`config.mk`:
```
export PLATFORM = sky130hd
export DESIGN_NAME = ethernet_frame_tx
export DESIGN_NICKNAME = d
export VERILOG_FILES = /design/src/rtl/eth_pkg.sv /design/src/rtl/eth_tx_hdr_sel.sv /design/src/rtl/ethernet_frame_tx.sv
export SDC_FILE = /design/constraint.sdc
export NUM_CORES = 1
export LEC_CHECK = 0
export CORE_MARGIN = 2
export CORE_UTILIZATION = 30
export CTS_CLUSTER_SIZE = 20
export DETAILED_ROUTE_END_ITERATION = 12
export PLACE_DENSITY = 0.55
export SLEW_MARGIN = 20
export SYNTH_ARGS = -nofsm -noshare
export SYNTH_HDL_FRONTEND = slang
export SYNTH_SLANG_ARGS = --single-unit
```
`constraint.sdc`:
```
create_clock -name clk -period 3.3 [get_ports clk]
set_clock_uncertainty 0.05 [all_clocks]
set_input_delay 0.99 -clock clk [delete_from_list [all_inputs] [get_ports clk]]
set_output_delay 0.99 -clock clk [all_outputs]
set_load 0.05 [all_outputs]
```
`src/rtl/eth_pkg.sv`:
```
// eth_pkg: shared Ethernet framing constants and transmit state type.
package eth_pkg;
   localparam int ETH_HDR_LEN = 14;
   localparam int ETH_MIN_PAYLOAD = 46;
   localparam int ETH_MAX_PAYLOAD = 1500;
   localparam logic [15:0] ETH_TYPE_DEFAULT = 16'h88B5;
   typedef enum logic [2:0] {IDLE, HDR, PAYLOAD, PAD, DROP} eth_tx_state_t;
endpackage

```
`src/rtl/eth_tx_hdr_sel.sv`:
```
// eth_tx_hdr_sel: picks header byte[idx] from DST_MAC/SRC_MAC/ETHERTYPE, MSB byte first.
module eth_tx_hdr_sel import eth_pkg::*; #(
   parameter logic [47:0] DST_MAC = 48'hFFFF_FFFF_FFFF,
   parameter logic [47:0] SRC_MAC = 48'h02_00_00_00_00_01,
   parameter logic [15:0] ETHERTYPE = ETH_TYPE_DEFAULT
) (
   input  logic [3:0] idx,
   output logic [7:0] hdr_byte
);
   localparam logic [111:0] HDR_BITS = {DST_MAC, SRC_MAC, ETHERTYPE};
   logic [7:0] shift;
   logic [111:0] shifted;
   assign shift = 8'd104 - {1'b0, idx, 3'b000};
   assign shifted = HDR_BITS >> shift;
   assign hdr_byte = (idx > 4'(ETH_HDR_LEN - 1)) ? 8'h00 : shifted[7:0];
endmodule

```
`src/rtl/ethernet_frame_tx.sv`:
```
// ethernet_frame_tx: wraps a payload stream into header + payload + zero pad frames,
// truncating oversize payloads and flagging them with tx_user on the last byte.
module ethernet_frame_tx import eth_pkg::*; #(
   parameter logic [47:0] DST_MAC = 48'hFFFF_FFFF_FFFF,
   parameter logic [47:0] SRC_MAC = 48'h02_00_00_00_00_01,
   parameter logic [15:0] ETHERTYPE = ETH_TYPE_DEFAULT,
   parameter int MAX_PAYLOAD = ETH_MAX_PAYLOAD
) (
   input  logic        clk,
   input  logic        rst,
   input  logic [7:0]  s_data,
   input  logic        s_valid,
   output logic        s_ready,
   input  logic        s_last,
   output logic [7:0]  tx_data,
   output logic        tx_valid,
   input  logic        tx_ready,
   output logic        tx_last,
   output logic        tx_user,
   output logic [15:0] frames_sent,
   output logic [15:0] frames_trunc
);
   eth_tx_state_t state;
   logic [3:0] hdr_idx;
   logic [10:0] pay_cnt, pay_nxt;
   logic [7:0] hdr_byte;
   logic acc, at_min, at_max, in_pay;
   eth_tx_hdr_sel #(.DST_MAC(DST_MAC), .SRC_MAC(SRC_MAC), .ETHERTYPE(ETHERTYPE)) u_hdr (
      .idx(hdr_idx),
      .hdr_byte(hdr_byte)
   );
   assign pay_nxt = pay_cnt + 11'd1;
   assign at_min = pay_nxt >= 11'(ETH_MIN_PAYLOAD);
   assign at_max = pay_nxt == 11'(MAX_PAYLOAD);
   assign in_pay = state == PAYLOAD;
   // PAYLOAD is a combinational pass-through so the stream keeps full throughput
   assign tx_valid = state == HDR || state == PAD || (in_pay && s_valid);
   assign s_ready = state == DROP || (in_pay && tx_ready);
   assign tx_data = state == HDR ? hdr_byte : in_pay ? s_data : 8'h00;
   assign tx_last = (state == PAD && at_min) || (in_pay && (s_last ? at_min : at_max));
   assign tx_user = in_pay && !s_last && at_max;
   assign acc = tx_valid && tx_ready;
   always_ff @(posedge clk) begin
      if (rst) begin
         state <= IDLE;
         hdr_idx <= '0;
         pay_cnt <= '0;
         frames_sent <= '0;
         frames_trunc <= '0;
      end else begin
         if (acc && tx_last) frames_sent <= frames_sent + 16'd1;
         case (state)
            IDLE: if (s_valid) begin
               state <= HDR;
               hdr_idx <= '0;
               pay_cnt <= '0;
            end
            HDR: if (tx_ready) begin
               hdr_idx <= hdr_idx + 4'd1;
               if (hdr_idx == 4'(ETH_HDR_LEN - 1)) state <= PAYLOAD;
            end
            PAYLOAD: if (acc) begin
               pay_cnt <= pay_nxt;
               if (tx_user) begin
                  state <= DROP;
                  frames_trunc <= frames_trunc + 16'd1;
               end else if (tx_last) state <= IDLE;
               else if (s_last) state <= PAD;
            end
            PAD: if (tx_ready) begin
               pay_cnt <= pay_nxt;
               if (at_min) state <= IDLE;
            end
            DROP: if (s_valid && s_last) state <= IDLE;
            default: state <= IDLE;
         endcase
      end
   end
endmodule

```
---- Word level (Yosys, flattened, before mapping) ----
Cells that the tools add are included.
word-level totals
  logic and storage cells ................. 70
  input bits .............................. 13
  register bits ........................... 50
  output and inout bits ................... 44
cells by class
  $lt $le $gt $ge ......................... 2
  equality and inequality tests ........... 14
  reduce and logical (&&, ||, !) cells .... 21
  add/subtract/negate cells ............... 5
  shift-type cells ........................ 1
  muxes and demuxes ....................... 22
operators by type and width
  cell                                                                 number
  right shift 112 x 8 -> 8 bit (first input constant)                  1
  two-way mux 11 bit                                                   3
  one-hot mux 11 bit (3 select lines)                                  1
  adder 16 x 1 -> 16 bit (second input constant)                       2
  two-way mux 3 bit                                                    10
  two-way mux 8 bit                                                    3
  one-hot mux 3 bit (5 select lines)                                   1
  adder 11 x 1 -> 11 bit (second input constant)                       1
  == test 11 bit (second input constant)                               1
  greater-or-equal comparator 11 x 6 -> 1 bit (second input constant)  1
  inequality test 2 bit (second input constant)                        5
  logical AND 1 bit                                                    9
  two-way mux 4 bit                                                    2
  one-hot mux 4 bit (2 select lines)                                   1
  AND reduction 8 bit                                                  1
  subtractor 7 x 7 -> 8 bit (first input constant)                     1
  == test 3 x 2 -> 1 bit (second input constant)                       2
  AND reduction 3 bit                                                  2
  adder 4 x 1 -> 4 bit (second input constant)                         1
  == test 4 bit (second input constant)                                1
  greater-than comparator 4 bit (second input constant)                1
  logical OR 1 bit                                                     4
  inequality test 2 x 1 -> 1 bit (second input constant)               2
  inequality test 4 bit (second input constant)                        1
  8 further kinds                                                      8

---- Depth between registers and ports, before layout ----
  word-level depth ........................ 9
  depth in mapped cells ................... 11
  depth with buffers taken out ............ 8

---- Modules after synthesis ----
A second synthesis with hierarchy kept.
second synthesis, totals
  cells, all modules ...................... 406
  area, all modules ....................... 3145.5 µm²
modules (own cells, without submodules)
  module             cells an instance  seq. area each (µm²)  area each (µm²)  instances
  ethernet_frame_tx  388                1001.0                2999.1           1
  eth_tx_hdr_sel     18                 0.0                   146.4            1

---- Worst setup path before layout ----
Ideal clock, no wire load.
  path type ............................... flip-flop to output port
  from .................................... reg state[0]
  to ...................................... out tx_data[0]
  data required time ...................... 2260 ps
  path slack .............................. -76 ps
  buffers on the path ..................... 1
  cell stages (with the launch flop) ...... 6
  data arrival time ....................... 2336 ps
  path through ............................ dfxtp_1 > clkbuf_1 > nand2_1 > a31oi_1 > o21ai_0 > o21ai_0
between the ends
  cells in the longest elaborated chain, start to end .. 3
  elaborated cells on any way between the ends .. 4
  classes of those cells .................. 2 x eq/ne; 2 x mux
ends and longest elaborated chain
  element                 line                     text
  start, declared         ethernet_frame_tx.sv:23  eth_tx_state_t state;
  start signal, assigned  ethernet_frame_tx.sv:45  state <= IDLE;
  start signal, assigned  ethernet_frame_tx.sv:54  state <= HDR;
  start signal, assigned  ethernet_frame_tx.sv:60  if (hdr_idx == 4'(ETH_HDR_LEN - 1)) state <= PAYLOAD;
  == test 3 x 2 -> 1 bit  ethernet_frame_tx.sv:35  assign in_pay = state == PAYLOAD;
  two-way mux 8 bit       ethernet_frame_tx.sv:39  assign tx_data = state == HDR ? hdr_byte : in_pay ? s_data : 8'h00;
  two-way mux 8 bit *     ethernet_frame_tx.sv:39
  end, declared           ethernet_frame_tx.sv:15  output logic [7:0] tx_data,
Mark *: on every way between the ends. The rest lies on a longest branch, timed or not.

---- Worst setup path after layout ----
  from .................................... reg pay_cnt[1]
  to ...................................... out tx_last
between the ends
  cells in the longest elaborated chain, start to end .. 5
  elaborated cells on any way between the ends .. 7
  classes of those cells .................. 1 x add/sub; 1 x order compare; 1 x eq/ne; 1 x mux; 3 x reduce/logical
ends and longest elaborated chain
  element                                                                        line                                              text
  start, declared                                                                ethernet_frame_tx.sv:25                           logic [10:0] pay_cnt, pay_nxt;
  start signal, assigned                                                         ethernet_frame_tx.sv:63                           pay_cnt <= pay_nxt;
  start signal, assigned                                                         ethernet_frame_tx.sv:71                           pay_cnt <= pay_nxt;
  adder 11 x 1 -> 11 bit *                                                       ethernet_frame_tx.sv:32                           assign pay_nxt = pay_cnt + 11'd1;
  greater-or-equal comparator 11 x 6 -> 1 bit or == test 11 bit (tied branches)  ethernet_frame_tx.sv:33, ethernet_frame_tx.sv:34
  two-way mux 1 bit                                                              ethernet_frame_tx.sv:40                           assign tx_last = (state == PAD && at_min) || (in_pay && (s_last ? at_min : at_max));
  logical AND 1 bit                                                              ethernet_frame_tx.sv:40
  logical OR 1 bit *                                                             ethernet_frame_tx.sv:40
  end, declared                                                                  ethernet_frame_tx.sv:18                           output logic tx_last,
Marked as above.

==> summary.txt <==
Routed WL per cell -> 14.0 um
FP Rows -> 36
Final period util -> 102%
Port bufs -> 56
EDFF count, synth -> 0
HPWL after detailed placement -> 5.89 mm
Via count -> 3202
Max cap viols -> 0
Number of global-route vias before repair -> 3064
Worst r2r src -> pay_cnt[1]
Ys async rst share -> 0%
Via density -> 5.26
Max clock buf depth -> 2
Most frequent cell after synthesis -> dfxtp_1
Setup crit start kind -> register
Post-synthesis instance total -> 397
Setup TNS -> -0.0520 ns
TritonCTS clock tree -> built
Sequential share of power -> 34.4%
Worst slew pin tran -> 0.532 ns
Largest net degree at the start of global routing -> 32
Area grow syn2layout -> 40.7%
CP Max Fanout -> 4
Syn Nets -> 422
RSZ-0062 raised after global routing -> true
Detailed-route DRC error count -> 0
Initial Utilization -> 31.2%
Sw power -> 0.706 mW
Fin crit period -> 3.35 ns
Max Clk Rate -> 298 MHz
Worst setup EP type -> output port
Clock Latency Late Sink -> 0.30 ns
Final wirelength -> 8.52 mm
Clock slew at reported path FFs -> 0.09 ns
GP Congestion -> 0.821
Die height -> 105 um
Final Hold Viols -> 0
Peak VDD IR -> 0.292 mV
Cell area after synthesis -> 3080 sq um
Clock power frac -> 19.5%
Comb pwr share -> 46.1%
#FFs+latches synth -> 50
Outcome -> finished with violations
Final setup vio count -> 1
Global-route wire length before repair -> 14.3 mm
Share of the synthesized area in the top cell type -> 32.5%
Initial drt markers -> 185
Setup CP Type -> reg -> out
# H-tree levels -> 2
Total CTS buffers -> 5
Synth warn -> 0
Worst Hold Class -> reg -> reg
Max Slew Vio Count -> 0
RR Endpoint -> frames_sent[8]
Synth cell types -> 57
Sequential-to-total area share from yosys stat -> 32.5%
Path depth of the worst reg2reg path -> 16
Nets@finish -> 501
CP required -> 2.26 ns
Final Cell Area -> 4330 sq um
Hold Buf Count CTS -> 0
Placed Area -> 4050 sq um
Area leader, netlist -> dfxtp_1
Share of layout cells above drive strength 1 -> 18.3%
Tot GR Track Use -> 15.2%
Pint -> 1.13 mW
Switching Share -> 38.4%
Pre-antenna DRT Iters -> 4
Diode count -> 0
Synth area leaders -> dfxtp_1, a21oi_1, ha_1, nor2_1, nand2_1
Initial antenna violation count -> 0
Hold Crit Depth -> 2
Gr ovfl total -> 0
I/O pin count -> 57
Leak pwr -> 1.55 nW
Worst EP arrival -> 2.31 ns
Post-route ant nets -> 0
Core area -> 9860 sq um
Commonest cells in the netlist -> dfxtp_1, a21oi_1, nor2_1
Reg2reg setup slack -> 0.34 ns
Pwr Density -> 424 nW/um^2
PnR worst setup slack -> -0.0520 ns
Clock Tree Root -> clkbuf_8
Max-slew headroom -> 64.4%
Ys flop type -> dfxtp_1
Die ar. -> 11100 sq um
Average size of a mapped cell -> 7.75 sq um
Hold Slack -> 0.449 ns
CTS Sinks -> 50
Crit path capture -> tx_last
Critical path launch point -> pay_cnt[1]
Die width -> 105 um
Failing checks -> setup timing
-- registers in the layout (all words and copies together), names as in the netlist --
name and flops:
pay_cnt 11, state 3, hdr_idx 4, frames_sent 16
frames_trunc 16
-- cells in the final DEF, fill, tap and decap left out, types with 3 or more instances in the layout --
cell type and n:
and3_1 6, o31ai_1 10, dfxtp_1 46, clkbuf_8 5
nand2_1 34, xnor2_1 4, nor3_1 9, nand4_1 13
clkdlybuf4s50_1 42, or4_4 3, a21oi_1 40, nand3_1 17
buf_12 13, inv_1 9, buf_4 37, a22oi_1 5
nor2_1 35, or3_1 15, and2_1 4, ha_1 10
or4_1 8, xor2_1 9, o211ai_1 3, o21ai_1 14
o21ai_0 15, and4_1 5, a21oi_2 5, a21o_1 6
-- cell type report --
class                   count  area (sq um)
repair buffers             96          1010
well taps                 133           166
fillers                   983          5540
flip-flops and latches     50          1010
clock buffers               6          72.6
clock inverters             1          7.51
multi-input cells         312          2020
inverters                  11          41.3
-- power groups by stage --
stage / Clock, mW / Combinational, mW / Sequential (mW)
floorplan: 0 / 0.447 / 0.648
finish: 0.357 / 0.847 / 0.632
detailed placement: 0 / 0.846 / 0.646
global placement: 0 / 0.842 / 0.648
CTS: 0.373 / 0.851 / 0.633
global route: 0.396 / 0.894 / 0.635
-- cells by family (layout without fill, tap and decap cells) --
kind of cell               count (synthesis)  count (layout)  synth area share (%)
DFF                                       50              50                  32.5
xor gates and xnor gates                  13              13                  3.70
AOI/OAI and AO/OA                        121             121                  24.5
muxes                                      2               2                 0.692
buffers and inverters                     35             114                  5.21
and+or+nand+nor                          164             164                  28.5
adders and majority gates                 12              12                  4.88
-- worst min-delay path by stage --
stage	start	to	slack [ns]
5_1_grt	state[0]	hdr_idx[1]	0.48
6_report	frames_trunc[15]	frames_trunc[15]	0.45
4_1_cts	frames_sent[15]	frames_sent[15]	0.45
2_1_floorplan	pay_cnt[9]	pay_cnt[9]	0.44
3_5_place_dp	frames_sent[15]	frames_sent[15]	0.43
3_3_place_gp	frames_trunc[1]	frames_trunc[1]	0.42
-- timing repair --
item,CTS,global route
buffers inserted,6,0
setup endpoints to repair,6,19
endpoints found under the hold margin,0,0
pin swaps,5,5
resized for setup,10,20
gates cloned,0,1
-- metrics by stage --
stage	power [mW]	util, %	worst slack [ns]	instances
final	1.84	43.9	-0.0520	609
after global routing	1.92	43.9	-0.171	609
after global placement	1.49	41.0	-0.0377	595
after CTS	1.86	42.8	-0.0897	608
after floorplan	1.09	-	0.0137	397
after detailed placement	1.49	41.0	-0.0867	595
-- metal layers --
metal / vias to the layer above / wire length [um] / GRT usage [%]
met3: 4 / 405 / 3.34
met1: 1494 / 4190 / 20.3
li1: 1635 / - / -
met2: 69 / 3890 / 25.0
met5: - / 0 / 0
met4: 0 / 33 / 3.14
-- worst max-delay path, cell delays in order (launching register included) --
cell and delay [ns]:
dfxtp_2 0.36, ha_4 0.15, nand3_4 0.09, or4_4 0.54
a211oi_4 0.25, o211ai_1 0.17, a21oi_2 0.22, inv_2 0.07
buf_12 0.15
Power figures use the tool's default switching activity.
